<file path="src/rtl/level_controller.sv">
// Game-flow controller for whack-a-mole: IDLE/PLAY/OVER sequencing, round timer,
// saturating score and level-driven mole speed. All outputs are registered.
module level_controller #(
    parameter logic [27:0] BASE_SPEED     = 28'd50_000_000,
    parameter logic [27:0] SPEED_STEP     = 28'd5_000_000,
    parameter logic [27:0] MIN_SPEED      = 28'd10_000_000,
    parameter int          HITS_PER_LEVEL = 5,
    parameter int          MAX_LEVEL      = 7,
    parameter int          TICKS_PER_SEC  = 50_000_000,
    parameter int          GAME_SECONDS   = 60
) (
    input  logic        clock,
    input  logic        reset_n,
    input  logic        start,
    input  logic        hit,
    output logic        game,
    output logic [27:0] speed,
    output logic [2:0]  level,
    output logic [7:0]  score,
    output logic [7:0]  time_left,
    output logic        game_over
);
    localparam int          HCW       = (HITS_PER_LEVEL > 1) ? $clog2(HITS_PER_LEVEL) : 1;
    localparam logic [HCW-1:0] HC_LAST = HCW'(HITS_PER_LEVEL - 1);
    localparam logic [27:0] TICK_LAST = 28'(TICKS_PER_SEC - 1);
    localparam logic [7:0]  SECS      = 8'(GAME_SECONDS);
    localparam logic [2:0]  LVL_MAX   = 3'(MAX_LEVEL);
    localparam logic [28:0] STEP_FLOOR = {1'b0, MIN_SPEED} + {1'b0, SPEED_STEP};

    typedef enum logic [1:0] {IDLE = 2'b00, PLAY = 2'b01, OVER = 2'b10} state_t;

    state_t         state, state_n;
    logic           start_q;
    logic [27:0]    tick, tick_n;
    logic [HCW-1:0] hcnt, hcnt_n;
    logic           game_n, game_over_n;
    logic [27:0]    speed_n;
    logic [2:0]     level_n;
    logic [7:0]     score_n, time_left_n;
    logic           start_rise;

    assign start_rise = start & ~start_q;

    always_ff @(posedge clock or negedge reset_n) begin
        if (!reset_n) begin
            state     <= IDLE;
            start_q   <= 1'b0;
            tick      <= '0;
            hcnt      <= '0;
            game      <= 1'b0;
            game_over <= 1'b0;
            speed     <= BASE_SPEED;
            level     <= '0;
            score     <= '0;
            time_left <= '0;
        end else begin
            state     <= state_n;
            start_q   <= start;
            tick      <= tick_n;
            hcnt      <= hcnt_n;
            game      <= game_n;
            game_over <= game_over_n;
            speed     <= speed_n;
            level     <= level_n;
            score     <= score_n;
            time_left <= time_left_n;
        end
    end

    always_comb begin
        state_n     = state;
        tick_n      = tick;
        hcnt_n      = hcnt;
        game_n      = 1'b0;
        game_over_n = 1'b0;
        speed_n     = speed;
        level_n     = level;
        score_n     = score;
        time_left_n = time_left;

        case (state)
            IDLE, OVER: begin
                if (state == OVER) begin
                    game_over_n = 1'b1;
                    time_left_n = '0;
                end
                if (start_rise) begin
                    state_n     = PLAY;
                    game_n      = 1'b1;
                    game_over_n = 1'b0;
                    score_n     = '0;
                    level_n     = '0;
                    speed_n     = BASE_SPEED;
                    time_left_n = SECS;
                    tick_n      = '0;
                    hcnt_n      = '0;
                end
            end
            PLAY: begin
                game_n = 1'b1;
                if (tick == TICK_LAST) begin
                    tick_n = '0;
                    if (time_left <= 8'd1) begin
                        time_left_n = '0;
                        state_n     = OVER;
                        game_n      = 1'b0;
                        game_over_n = 1'b1;
                    end else begin
                        time_left_n = time_left - 8'd1;
                    end
                end else begin
                    tick_n = tick + 28'd1;
                end
                // A hit on the final timer edge still counts, level-up included.
                if (hit) begin
                    if (score != 8'hFF)
                        score_n = score + 8'd1;
                    if (hcnt == HC_LAST) begin
                        hcnt_n = '0;
                        if (level < LVL_MAX) begin
                            level_n = level + 3'd1;
                            speed_n = ({1'b0, speed} >= STEP_FLOOR) ? speed - SPEED_STEP : MIN_SPEED;
                        end
                    end else begin
                        hcnt_n = hcnt + HCW'(1);
                    end
                end
            end
            default: state_n = IDLE;
        endcase
    end
endmodule

</file>
<file path="config.mk">
export PLATFORM = sky130hd
export DESIGN_NAME = level_controller
export DESIGN_NICKNAME = d
export VERILOG_FILES = /design/src/rtl/level_controller.sv
export SDC_FILE = /design/constraint.sdc
export NUM_CORES = 1
export LEC_CHECK = 0
export ABC_AREA = 1
export BUFFER_PORTS_ARGS = -buffer_cell sky130_fd_sc_hd__clkbuf_2
export CAP_MARGIN = 20
export CELL_PAD_IN_SITES_DETAIL_PLACEMENT = 2
export CELL_PAD_IN_SITES_GLOBAL_PLACEMENT = 2
export CORE_AREA = 3 3 132 134
export CTS_BUF_LIST = sky130_fd_sc_hd__clkbuf_4 sky130_fd_sc_hd__clkbuf_8
export DETAILED_ROUTE_END_ITERATION = 10
export DIE_AREA = 0 0 135 137
export PLACE_DENSITY = 0.84
export SYNTH_ARGS = -nofsm -noshare
export SYNTH_HDL_FRONTEND = slang
export SYNTH_SLANG_ARGS = --single-unit
</file>
<file path="constraint.sdc">
create_clock -name clock -period 1.6 [get_ports clock]
set_clock_uncertainty 0.1 [all_clocks]
set_input_delay 0.32 -clock clock [delete_from_list [all_inputs] [get_ports clock]]
set_output_delay 0.32 -clock clock [all_outputs]
set_load 0.03 [all_outputs]
</file>
==> results of run 1 <==
==> cells by family after synthesis <==
| kind of cell | count (synthesis) | synth area share |
|---|---|---|
| AO/OA/AOI/OAI | 77 | 0.09039 |
| XOR/XNOR | 20 | 0.03477 |
| adder cells (fa/ha/maj) | 10 | 0.02483 |
| buffers and inverters | 104 | 0.08840 |
| flip-flops | 77 | 0.3854 |
| other | 1 | 0.0007443 |
| AND/OR/NAND/NOR | 419 | 0.3755 |
==> stage by stage <==
stage | util | worst slack [ns]
2_1_floorplan | - | -0.2152
3_3_place_gp | 0.4208 | -0.1401
3_5_place_dp | 0.4208 | -0.4180
4_1_cts | 0.5110 | -0.3408
==> repair_timing <==
action                     in CTS
gates cloned                    1
setup buffers                  48
hold endpoints to repair       20
hold buffers                    2
pin swaps                      53
gates resized for setup       237
setup endpoints to repair      86
==> out/summary.md, run 1 <==
The die is 135 µm wide. The height of the die came out at 137 µm. Entering global routing, the biggest net connects 36 pins. The run gives 0.005039 mm² as the netlist area before placement. The tools report the last worst endpoint in the global-route repair_timing as tick[15]$_DFFE_PN0P_/D. The share of synthesized flip-flops with an asynchronous set or reset came out at 1.000. The number of antenna violations at the first check in global routing was 2; the count of placed standard cells including taps was 1128. The tool reported: "[ERROR DPL-0033] detailed placement checks failed during check placement". The last weighted congestion value of the routability-driven placer is 0.8780, and the total of buffers placed on input and output ports is 46. Yosys mapped a number of flops with a built-in enable equal to 0. The average instance in the mapped netlist occupies 7.117 µm². In the synthesized netlist, the number of instances is 708.

The synthesized design contains 77 register bits. The flow did not finish. For the depth of the CTS H-tree, the log shows 3.

The cell taking the most area after synthesis was sky130_fd_sc_hd__dfrtp_1. Detailed placement finished with a half-perimeter wire length of 18980 µm. Master cell of the clock root buffer: sky130_fd_sc_hd__clkbuf_8.

For this run, the number of Yosys warnings is 0. In this run the cell area measured after placement is 0.006904 mm². 53 I/O pins were placed.

By area the synthesized netlist is led by sky130_fd_sc_hd__dfrtp_1 (32%), sky130_fd_sc_hd__nand2_1 (15%), sky130_fd_sc_hd__nand3_1 (7.4%), sky130_fd_sc_hd__dfstp_2 (6.3%), sky130_fd_sc_hd__inv_1 (6.1%). The starting density of the core was 0.3071; the area share of the largest cell type after synthesis was 0.3228. In the post-synthesis netlist, the cell with the most instances is sky130_fd_sc_hd__nand2_1. The clock passes through at most 2 buffers.

The tools report the number of clock buffers inserted by TritonCTS as 9. After floorplanning, the core was divided into 47 placement rows. Ranked by instance count, the synthesized netlist is headed by sky130_fd_sc_hd__nand2_1 (200), sky130_fd_sc_hd__inv_1 (82), sky130_fd_sc_hd__nor2_1 (79), sky130_fd_sc_hd__nand3_1 (75), sky130_fd_sc_hd__dfrtp_1 (65).

Pin type at the end of the worst path: a sequential cell input. Among all flip-flop cells after synthesis, the most frequent one is sky130_fd_sc_hd__dfrtp_1. The number of unique standard cell types used by synthesis was 49. The stage where the run came to a stop is global routing. Sequential-to-total area share from yosys stat: 0.3854. For this design, the sink count on the clock tree is 77.
==> run 2, diff against run 1 <==
CELL_PAD_IN_SITES_DETAIL_PLACEMENT = default   (was 2)
CELL_PAD_IN_SITES_GLOBAL_PLACEMENT = default   (was 2)
CORE_AREA = 3 3 124 126   (was 3 3 132 134)
CTS_BUF_LIST = default   (was sky130_fd_sc_hd__clkbuf_4 sky130_fd_sc_hd__clkbuf_8)
DIE_AREA = 0 0 127 129   (was 0 0 135 137)
PLACE_DENSITY = default   (was 0.84)
PLACE_DENSITY_LB_ADDON = 0.15   (was default)
clock period = 2.08 ns   (was 1.6 ns; I/O delays follow)
==> run 2 against run 1 <==
The run now ends clean; synthesized cell count unchanged; area after synthesis did not move.
==> out/summary.md, run 2 <==
The flow ran to the end, and the final reports show no timing, DRC or antenna violations. Data on the critical path is required at its endpoint by 2.20 ns. The static leakage is 0.002947 µW, and the count of vias placed by the detailed router is 4852. In this run the tool buffered the top-level ports with 46 buffer cells. Max-cap violations in this run came to 0. Measured in cells, the most critical reg-to-reg path has a length of 8. Total global-route track usage: 0.1719. The worst hold path stage count is 1, and the detailed-route wire length is 13650 µm. The clock transition at the registers of the reported paths is 0.06 ns. In the post-synthesis netlist, the cell with the most instances is sky130_fd_sc_hd__nand2_1. The tools report the terminating pin of the worst hold path as start_q. The cell taking the most area after synthesis was sky130_fd_sc_hd__dfrtp_1. The category of the worst setup path launch point was a register.

For this run, the post-layout net count is 794. Counting flops and latches in the post-synthesis netlist gives 77. In this run the horizontal extent of the chip is 127 µm.

The cell sitting at the root of the clock tree is a sky130_fd_sc_hd__clkbuf_16. In this run the power density over the cells is 1495 mW/mm². The sequential-to-total area share from yosys stat was 0.3854. The detail route stage leaves a number of antenna-violating nets equal to 0. Detailed placement ended at an HPWL of 10180 µm. The tools report the overall power of the completed layout as 8936 µW. Across the VDD grid, the largest voltage drop is 0.5969 mV. The synthesis-to-finish area growth works out to 18.62%. The worst register-to-register path begins at tick[0].

The critical path crosses 8 cells after its start point. Counting distinct cell types in the post-synthesis netlist gives 49. Counting both buffers and inverters, the worst setup path holds a total of 2. The slowest stage of the critical path is the sky130_fd_sc_hd__dfrtp_2 cell. Reg-to-reg endpoint: tick[25]. The tools report the number of DRC markers after the initial detailed-route iteration as 302.

Adding up every negative setup slack in the final design gives 0 ns. The commonest cells after synthesis are sky130_fd_sc_hd__nand2_1 (200), sky130_fd_sc_hd__inv_1 (82), sky130_fd_sc_hd__nor2_1 (79), sky130_fd_sc_hd__nand3_1 (75), sky130_fd_sc_hd__dfrtp_1 (65). The highest clock frequency the design can meet came out at 503.1 MHz. The switching share of total power is 0.4812. Along the worst path, the maximum fanout reaches 5.

Sequential share of power: 0.345. The proportion of power drawn by combinational gates came out at 0.474. The worst path needs 1.988 ns of the cycle, external delays included. The largest registers in the layout are tick: 28 flops, speed: 22 flops. The clock sink count was 77; the last weighted congestion value of the routability-driven placer was 0.9288. The register-to-register path setup slack came out at 0.09 ns.

The startpoint identified for the worst hold timing path is start. At the worst endpoint, the arrival time is 2.11 ns. Synthesis produced a netlist whose cell count is 708. Traced cell by cell, the critical path runs through ha_2 -> nand3_2 -> nor4_4 -> nand4_4 -> buf_4 -> buf_4 -> nand4_1 -> o21ai_1.

The number of global-route vias before repair was 4701. The number of flip-flops under the largest register name came out at 28. TritonCTS built the clock tree. Fraction of final layout cells sized beyond drive strength 1: 0.1696. The largest net degree at the start of global routing is 28. The worst hold path belongs to the class in2reg.

The height of the die is 129 µm. The starting density of the core was 0.3493; the pin slew with the least headroom to its limit was 0.5285 ns. Broken down by cell family, the worst path's largest delay share belongs to simple AND/OR/NAND/NOR gates. The aggregate global routing overflow was 0. The top cell types in the final layout, fill and taps aside, are sky130_fd_sc_hd__nand2_1 (199), sky130_fd_sc_hd__inv_1 (82), sky130_fd_sc_hd__nor2_1 (77), sky130_fd_sc_hd__nand3_1 (74), sky130_fd_sc_hd__dfrtp_1 (64). The wire length of the first global-routing pass came out at 22760 µm. Before antenna repair, the detailed router went through 7 iterations.

The number of antenna diodes in the final layout is 0. The logs give 0.01638 mm² for the die area and 3 for the depth of the CTS H-tree. By startpoint and endpoint, the worst setup path is classified as reg2reg.

The average instance area after synthesis was 7.117 µm²; the netlist area before placement was 0.005039 mm². The count of final hold-check violations was 0; the count of flip-flops with a built-in enable after synthesis was 0. Setup violations remaining at the end of the flow were counted as 0. Number of max-slew violations in the final report: 0. 53 I/O pins were placed. The post-layout worst setup margin is 0.09225 ns, and the core outline area is 0.01442 mm². The power share of the clock group was 0.181. Before CTS, the worst setup slack after placement is 0.05433 ns. Sorting the synthesized cells by area gives the leading types as sky130_fd_sc_hd__dfrtp_1 (32%), sky130_fd_sc_hd__nand2_1 (15%), sky130_fd_sc_hd__nand3_1 (7.4%), sky130_fd_sc_hd__dfstp_2 (6.3%), sky130_fd_sc_hd__inv_1 (6.1%). Buffers inserted during clock tree synthesis total 9. Part of the cycle the worst path needs: 0.9556. The area share of the largest cell type after synthesis works out to 0.3228. Element type at the critical path end: a register. Dividing the detail-routed via count by the number of cells gives 5.012. The number of warning messages in the yosys log was 0; the worst slew margin relative to its limit was 0.6450.

Maximum count of clock buffers along a single path: 2. The library cell used most frequently in the layout, excluding fill and tap cells, is sky130_fd_sc_hd__nand2_1. The initialized floorplan defines 44 standard-cell rows.

The number of antenna violations at the first check in global routing came out at 0. The logs give 0 for the number of DRC violations after detailed routing and 4636 µW for the internal power component. The clock reaches the later pin of the worst-skew pair after 0.34 ns. In this design, the stage delay of the slowest critical-path cell is 0.40 ns. For this design the total switching power over the nets is 4300 µW. The most used flip-flop cell after synthesis was sky130_fd_sc_hd__dfrtp_1. More flip-flops sit in one register than any other, and that register is tick. The cell seen most often among critical-path stages is sky130_fd_sc_hd__buf_4.

After detailed routing, the average wire length per cell comes to 14.10 µm. The share of synthesized flip-flops with an asynchronous set or reset came out at 1.000.
run 2: layout make-up:
| cell class | count | area (µm²) |
|---|---|---|
| clock buffer | 12 | 256.5 |
| clock inverter | 3 | 45.04 |
| fill | 1506 | 8447 |
| inverter | 87 | 331.6 |
| multi-input combinational | 532 | 2708 |
| sequential | 77 | 1943 |
| tap | 184 | 230.2 |
| timing repair buffer | 73 | 462.9 |
run 2: worst max path at each step:
stage / from / end / slack (ns)
after floorplan: speed[7] / speed[16] / 0.21
after global placement: tick[0] / time_left[6] / 0.11
after detailed placement: tick[0] / time_left[2] / 0.05
after CTS: tick[0] / time_left[2] / 0.04
after global routing: tick[0] / tick[25] / -0.03
final: tick[0] / tick[25] / 0.09
run 2: repair_timing:
action / 4_1_cts / 5_1_grt
hold endpoints to repair: 16 / 0
setup endpoints to repair: 0 / 21
gates resized for setup: 0 / 9
hold buffers: 1 / 0
buffers inserted: 0 / 6
run 2: routing by layer:
layer,vias to the layer above,track usage,share of wire
met1,2298,0.2322,0.47
met4,0,0.05047,0.013
met3,15,0.03778,0.047
li1,2423,-,-
met5,-,0,0
met2,116,0.2780,0.46
run 2: power by group through the flow:
stage / sequential [µW] / clock (µW) / combinational, µW
2_1_floorplan: 3570 / 0 / 2460
3_3_place_gp: 3050 / 0 / 4140
3_5_place_dp: 3080 / 0 / 4200
4_1_cts: 3070 / 1670 / 4220
5_1_grt: 3210 / 1740 / 4790
6_report: 3080 / 1620 / 4240
run 2: metrics by stage:
stage	hold WS, ns	utilization	std cells	area, µm²
4_1_cts	0.09537	0.4086	962	5893
6_report	0.1115	0.4144	968	5977
2_1_floorplan	0.02041	-	713	5057
5_1_grt	0.09662	0.4144	968	5977
3_3_place_gp	0.2778	0.3870	946	5582
3_5_place_dp	0.2812	0.3870	946	5582
run 2: cell families (layout without fill, tap and decap cells):
kind of cell / Yosys count / count (layout) / share of synthesized area
simple gates: 419 / 419 / 0.3755
compound gates: 77 / 77 / 0.09039
other cells: 1 / 6 / 0.0007443
xor+xnor: 20 / 20 / 0.03477
buf+inv: 104 / 175 / 0.08840
flops: 77 / 77 / 0.3854
fa+ha+maj: 10 / 10 / 0.02483
run 2: worst reg2reg max path: stages (launching register included):
cell and delay (ns):
sky130_fd_sc_hd__dfrtp_2 0.40, sky130_fd_sc_hd__ha_2 0.21, sky130_fd_sc_hd__nand3_2 0.15, sky130_fd_sc_hd__nor4_4 0.38, sky130_fd_sc_hd__nand4_4 0.21, sky130_fd_sc_hd__buf_4 0.20
sky130_fd_sc_hd__buf_4 0.12, sky130_fd_sc_hd__nand4_1 0.05, sky130_fd_sc_hd__o21ai_1 0.06
Power figures use the tool's default switching activity.
==> run 3, diff against run 2 <==
SETUP_SLACK_MARGIN = 0.5   (was default)
clock period = 1.7 ns   (was 2.08 ns; I/O delays follow)
==> run 3 against run 2 <==
The flow now finishes with violations (setup timing); first-iteration DRC count is 15% lower; via count grew 14%; core utilization grew 18 points; clock-buffer cell count stayed put; sequential power is 26% higher; cell count is 16% higher; maximum frequency up 13%; register-to-register slack worse by 0.16 ns; global-route usage is 2.0 points higher; hold slack worse by 0.077 ns; sequential cell count is the same; largest cell class unchanged; largest power group unchanged; highest routed layer unchanged.
==> out/summary.md, run 3 (synthesis gave the netlist of run 2 again) <==
The number of DRC violations after detailed routing was 0. The proportion of power drawn by combinational gates is 0.621, and the final antenna diode count is 0. The number of global-route vias before repair was 5207. The flow ran to the end, but the final reports show violations. In this run the power spent charging and discharging nets is 6707 µW. The final reports fail on setup timing.

Die area: 0.01638 mm². The routed layout has 5520 vias. The first-pass iteration count of the detailed router is 5, and the number of inserted filler cells in the final layout is 1227.

The critical-path maximum fanout is 5, and the count of placed standard cells including taps is 1015. Once detail routing completed, the nets flagged for antenna violations numbered 0. The number of max-slew violations in the final report is 0, and the count of final hold-check violations is 0. The mean number of vias per cell was 4.933; the row count was 44. TritonCTS created 9 clock buffers.

At the placement stage, the worst setup path has a slack of -0.05762 ns. The core outline area was 0.01442 mm²; the starting density of the core was 0.3493. The run gives 0.35 ns as the later-pin clock latency in the skew report. The first global-routing pass estimated 25410 µm of wire. In this run the number of H-tree levels came out at 3. For this run, the number of standard cells in the final layout without fillers is 1119.

Summing all placed instances gives a cell area of 0.006387 mm². TritonCTS built the clock tree. tick holds more flip-flops than any other register. After detailed routing, the average wire length per cell comes to 14.48 µm. Clock tree synthesis selected as its root buffer the cell sky130_fd_sc_hd__clkbuf_16. The sequential share of power was 0.252; the number of setup violations in the final report was 27. The run gives 0 as the number of antenna violations at the first check in global routing.

The category of the most critical setup path was reg2reg. The most common cell after layout, fill and taps aside is sky130_fd_sc_hd__nand2_1. The power density over the cells is 1802 mW/mm², and the detailed-route wire length is 16200 µm. For the total global-route track usage, the log shows 0.1917. Summed over all cells, the static leakage comes to 0.004032 µW.

The design draws 15400 µW. The tools report the sum of negative setup slack as -0.7667 ns. The top cell types in the final layout, fill and taps aside, are sky130_fd_sc_hd__nand2_1 (159), sky130_fd_sc_hd__buf_4 (127), sky130_fd_sc_hd__nor2_1 (59), sky130_fd_sc_hd__inv_1 (57), sky130_fd_sc_hd__buf_6 (46). The part of the cycle the worst path needs was 1.039; the pin slew with the least headroom to its limit was 0.6939 ns. The I/O pin total was 53. Switching share of total power: 0.4355.

The internal portion of the total power is 8693 µW. The tools report the total of max-cap violations as 0. After routing the design area is 0.008546 mm².

The run gives -0.06634 ns as the post-layout worst setup margin. Compared with the post-synthesis result, the final layout area differs by 69.61%. Clock-pin slew was measured on the worst setup and hold paths at 0.06 ns. The logs give 77 for the clock sink count and 0.5374 for the worst slew margin relative to its limit.

The category of the worst setup path launch point is a register. Critical path data arrival time: 1.93 ns. The run gives 10760 µm as the placed wire-length estimate. During placement, the flow inserted port buffers numbering 46. Setup repair after global routing could not meet its margin everywhere. The tightest min-delay check is of the in2reg type.

Entering global routing, the biggest net connects 44 pins. The tools report the element type at the critical path end as a register. The highest clock frequency the design can meet was 566.1 MHz. The net count of the finished layout is 944.

The tools report the power share of the clock group as 0.128. The number of flip-flops under the largest register name was 28. For the highest ir drop seen on vdd, the log shows 0.9723 mV.

At the worst endpoint, the required time is 1.86 ns. Fraction of final layout cells sized beyond drive strength 1: 0.4920. No sink is reached through more buffers than the 2 on the longest clock path. The logs give 0.8846 for the last weighted congestion value of the routability-driven placer and 256 for the number of DRC markers after the initial detailed-route iteration. For this run the aggregate overflow at the end of global routing stands at 0. In the final layout, the registers with the most flip-flops are tick: 28 flops, speed: 22 flops. Subtracting the final worst setup slack from the clock period gives 1.766 ns.

Die width: 127 µm. The floorplan step set the die height to 129 µm.
==> run 3: cell types whose count changed in the layout (fill, tap and decap cells not counted), moves of 25 or more <==
cell,previous run,this run
sky130_fd_sc_hd__buf_4,25,127
sky130_fd_sc_hd__buf_6,0,46
sky130_fd_sc_hd__buf_8,0,39
sky130_fd_sc_hd__clkbuf_2,45,2
sky130_fd_sc_hd__dfrtp_1,64,36
sky130_fd_sc_hd__dfrtp_2,1,29
sky130_fd_sc_hd__inv_1,82,57
sky130_fd_sc_hd__nand2_1,199,159
sky130_fd_sc_hd__nand2_2,4,32
sky130_fd_sc_hd__nand3_1,74,43
sky130_fd_sc_hd__nand3_2,1,29
==> run 3: area by class of cell <==
cell class	count	area (µm²)	share of cell area
Sequential cell	77	1978	0.2315
Clock buffer	12	246.5	0.02884
Clock inverter	4	47.55	0.005564
Inverter	87	374.1	0.04378
Tap cell	184	230.2	0.02694
Multi-Input combinational cell	533	3477	0.4069
Timing Repair Buffer	222	2192	0.2565
==> run 3: worst paths after layout <==
| kind | slack [ns] | startpoint | to | depth (start not counted) |
|---|---|---|---|---|
| worst max-delay path | -0.07 | speed[17] | speed[12] | 10 |
| worst min-delay path | 0.03 | start | start_q | 1 |
| worst max register to register | -0.07 | speed[17] | speed[12] | 10 |
| worst min register to register | 0.44 | speed[13] | speed[13] | 2 |
| max in group asynchronous | 0.62 | reset_n | score[4] | 3 |
| min in group asynchronous | 0.33 | reset_n | speed[8] | 2 |
==> run 3: power by group through the flow <==
stage,Combinational [µW],Clock [µW],Sequential [µW]
detailed placement,6600,0,3680
finish,9560,1970,3870
floorplan,3340,0,4480
global route,10400,2090,4000
global placement,6530,0,3650
CTS,8310,2020,3730
==> run 3: layer usage <==
layer,GRT usage,routed length [µm],vias up
li1,-,-,2750
met1,0.2502,7229,2648
met2,0.3275,8200,111
met3,0.04110,619,11
met4,0.04416,155,0
met5,0,0,-
==> run 3: critical path, cell delays in order (launching register included) <==
cell and delay (ns):
sky130_fd_sc_hd__dfstp_2 0.59, sky130_fd_sc_hd__nor2_2 0.08, sky130_fd_sc_hd__a21oi_1 0.20, sky130_fd_sc_hd__nand2_1 0.08, sky130_fd_sc_hd__nand3_1 0.08, sky130_fd_sc_hd__nand2_1 0.06
sky130_fd_sc_hd__nand2_2 0.10, sky130_fd_sc_hd__nand2_1 0.07, sky130_fd_sc_hd__nand2_2 0.12, sky130_fd_sc_hd__buf_12 0.12, sky130_fd_sc_hd__nand3_1 0.08
==> run 3: what timing repair did <==
action	in CTS	in global routing
hold buffers	1	0
gates cloned	1	1
hold endpoints to repair	18	0
setup buffers	43	42
resized for setup	202	143
setup endpoints to repair	119	162
pin swaps	39	38
==> run 3: metrics by stage <==
stage          hold slack [ns]  utilization
3_3_place_gp            0.1986       0.4428
5_1_grt                0.02641       0.5925
6_report               0.03440       0.5925
4_1_cts                0.02219       0.5416
3_5_place_dp            0.2000       0.4428
2_1_floorplan         -0.05559            -
==> run 4, diff against run 3 <==
RECOVER_POWER = 25   (was default)
==> run 4 against run 3 <==
Highest routed layer unchanged; worst setup slack improved by 0.0027 ns; sequential cell count unchanged; clock power about the same; largest power group unchanged; combinational power about the same; sequential power about the same; core utilization decreased by 0.13 points; global-route usage unchanged; the run still ends with setup timing left; cell count unchanged; hold slack improved by 0.0062 ns; maximum frequency increased by 0.15%; critical path type unchanged; sequential share of layout area increased by 0.051 points; first-iteration DRC count decreased by 2.7%.
==> out/summary.md, run 4 (synthesis gave the netlist of run 2 again) <==
The flow ran to the end, but the final reports show violations. The checks that failed: setup timing. The met3 track utilization from global routing was 0.04110. In the routed design, unresolved DRC markers number 0. The number of cells on the worst reg-to-reg path is 10. For the worst-skew pair, the clock arrives at the later sink with an insertion delay of 0.35 ns. The sum of negative setup slack was -0.5625 ns. In this run the power density over the cells is 1805 mW/mm². The largest delay contributor family on the critical path was simple AND/OR/NAND/NOR gates. The clock transition at the registers of the reported paths came out at 0.06 ns. The slowest stage of the critical path belongs to the cell sky130_fd_sc_hd__dfstp_2. The pin slew with the least headroom to its limit is 0.7651 ns, and the I/O pin total is 53. In this run the core area contains 44 standard-cell rows. The logs give 0 for the final antenna diode count and 0 for the total of max-cap violations. Master cell of the clock root buffer: sky130_fd_sc_hd__clkbuf_16. The run gives 2 as the maximum count of clock buffers along a single path. The fraction of final layout cells sized beyond drive strength 1 was 0.4909; the highest ir drop seen on vdd was 0.9726 mV. The global-route met1 utilization is 0.2502, and the post-layout worst setup margin is -0.06369 ns. Number of global-route vias before repair: 5207. For the worst setup path, the data required time is 1.86 ns.

Once detail routing completed, the nets flagged for antenna violations numbered 0. The tools report the start point of the critical path as speed[17]. Before CTS, the worst setup slack after placement is -0.05762 ns. Setup repair after global routing could not meet its margin everywhere. The register with the most flip-flops in the layout has 28 of them.

The startpoint identified for the worst register-to-register timing path is speed[17]. In the final layout, the registers with the most flip-flops are tick: 28 flops, speed: 22 flops. The switching share of total power was 0.4355; the share of the core filled with cells in the final layout was 0.5912. Including well taps, the total number of placed cells is 1015. In this design, the stage delay of the slowest critical-path cell is 0.59 ns. The final layout contains 944 nets. For the aggregate global routing overflow, the log shows 0. The tools report the category of the worst setup path launch point as a register. In this run the horizontal extent of the chip is 127 µm.

For the met2 track utilization from global routing, the log shows 0.3275. The setup path with the least slack is of type reg2reg. The average routed wire per standard cell works out to 14.47 µm.

Input and output buffers added on the ports amount to 46. Cell seen most often among critical-path stages: sky130_fd_sc_hd__nand2_1. The critical path data arrival time was 1.92 ns; the number of max-slew violations in the final report was 0. More flip-flops sit in one register than any other, and that register is tick. On the final layout, the worst hold slack is 0.04060 ns.

The tools report the depth of the CTS H-tree as 3. The synthesis-to-finish area growth came out at 69.23%. The layer flagged by global routing as most heavily used is met2. Element type at the critical path end: a register.

For this design, the sink count on the clock tree is 77. The tightest min-delay check is of the in2reg type. The detailed router finished its first iteration with 249 violations. Setup violations remaining at the end of the flow were counted as 26. Internal power comes to 8688 µW. After detailed routing, the number of vias per cell comes to 4.925.

Summed over all nets, the half-perimeter wirelength after detailed placement is 10760 µm. The run gives 25410 µm as the wire length of the first global-routing pass. Most common cell after layout, fill and taps aside: sky130_fd_sc_hd__nand2_1. In this run the register-to-register setup slack is -0.06 ns. The clock period minus worst slack is 1.764 ns, and the proportion of power drawn by combinational gates is 0.620. The tools report the number of antenna violations at the first check in global routing as 0. Clock tree synthesis inserted a total of 9 buffers. In this run the critical register-to-register path is captured at speed[12]. The logs give 567.0 MHz for the highest clock frequency the design can meet and 0.01638 mm² for the die area. The count of vias placed by the detailed router is 5511, and the power share of the clock group is 0.128. The run gives 44 as the largest net degree at the start of global routing. The tools report the starting density of the core as 0.3493.

Leaving out filler cells and counting taps, the final layout contains 1119. For hold timing, the worst endpoint is start_q. The total area inside the core boundary comes to 0.01442 mm².

For the total global-route track usage, the log shows 0.1917. Summed over all nets, the switching power comes to 6701 µW. The last weighted congestion value of the routability-driven placer is 0.8846.

The worst hold path stage count is 1. The library cells used most frequently in the layout, excluding fill and tap cells, are sky130_fd_sc_hd__nand2_1 (159), sky130_fd_sc_hd__buf_4 (126), sky130_fd_sc_hd__nor2_1 (59), sky130_fd_sc_hd__inv_1 (57), sky130_fd_sc_hd__buf_6 (46). The height of the die works out to 129 µm. The worst hold path begins at start.

TritonCTS built the clock tree. The logs give 16200 µm for the detailed-route wire length and 0 for the count of final hold-check violations. Before antenna repair, the detailed router went through 5 iterations. The combined buffer and inverter count along the critical path is 1, and the worst slew margin relative to its limit is 0.4899.

Walking the worst path, the cells encountered are nor2_2 -> a21oi_1 -> nand2_1 -> nand3_1 -> nand2_1 -> nand2_2 -> nand2_1 -> nand2_2 -> buf_12 -> nand3_1. For the sequential share of power, the log shows 0.252. The part of the cycle the worst path needs was 1.037; the critical-path maximum fanout was 5. For the static leakage, the log shows 0.004023 µW.
## run 4: cell type report
class,instances,area (µm²)
Clock buffer,12,246.5
Clock inverter,4,47.55
Fill cell,1230,5897
Inverter,87,374.1
Multi-Input combinational cell,533,3477
Sequential cell,77,1978
Tap cell,184,230.2
Timing Repair Buffer,222,2173
## run 4: worst reg2reg max path, delay by kind of cell (launching register included)
| kind | cells | cell delay, ns |
|---|---|---|
| buf+inv | 1 | 0.12 |
| flops | 1 | 0.59 |
| compound gates | 1 | 0.20 |
| simple gates | 8 | 0.68 |
## run 4: metal layers
metal,wire length (µm),up-vias
met5,0,-
met4,163,0
met3,546,13
met2,8171,104
met1,7314,2644
li1,-,2750
## run 4: through the flow
| step | power (µW) | area (µm²) |
|---|---|---|
| 2_1_floorplan | 7825 | 5375 |
| 3_3_place_gp | 10180 | 6387 |
| 3_5_place_dp | 10280 | 6387 |
| 4_1_cts | 14060 | 7811 |
| 5_1_grt | 16440 | 8527 |
| 6_report | 15390 | 8527 |
## run 4: timing repair
action	in CTS	in global routing
hold endpoints to repair	18	0
gates cloned	1	1
setup endpoints to repair	119	162
hold buffers	1	0
resized for setup	202	143
pin swaps	39	38
buffers inserted	43	42
## run 4: power by group through the flow
| stage | combinational [µW] | clock, µW | sequential, µW |
|---|---|---|---|
| after floorplan | 3340 | 0 | 4480 |
| after global placement | 6530 | 0 | 3650 |
| after detailed placement | 6600 | 0 | 3680 |
| after CTS | 8310 | 2020 | 3730 |
| after global routing | 10300 | 2090 | 4000 |
| final | 9550 | 1970 | 3870 |
## run 4: worst max-delay path by stage
stage	depth (start not counted)	endpoint	slack, ns
finish	10	speed[12]	-0.06
CTS	11	speed[16]	-0.04
floorplan	11	speed[16]	-0.12
detailed placement	11	speed[16]	-0.06
global placement	11	speed[24]	-0.02
global route	11	speed[16]	-0.15
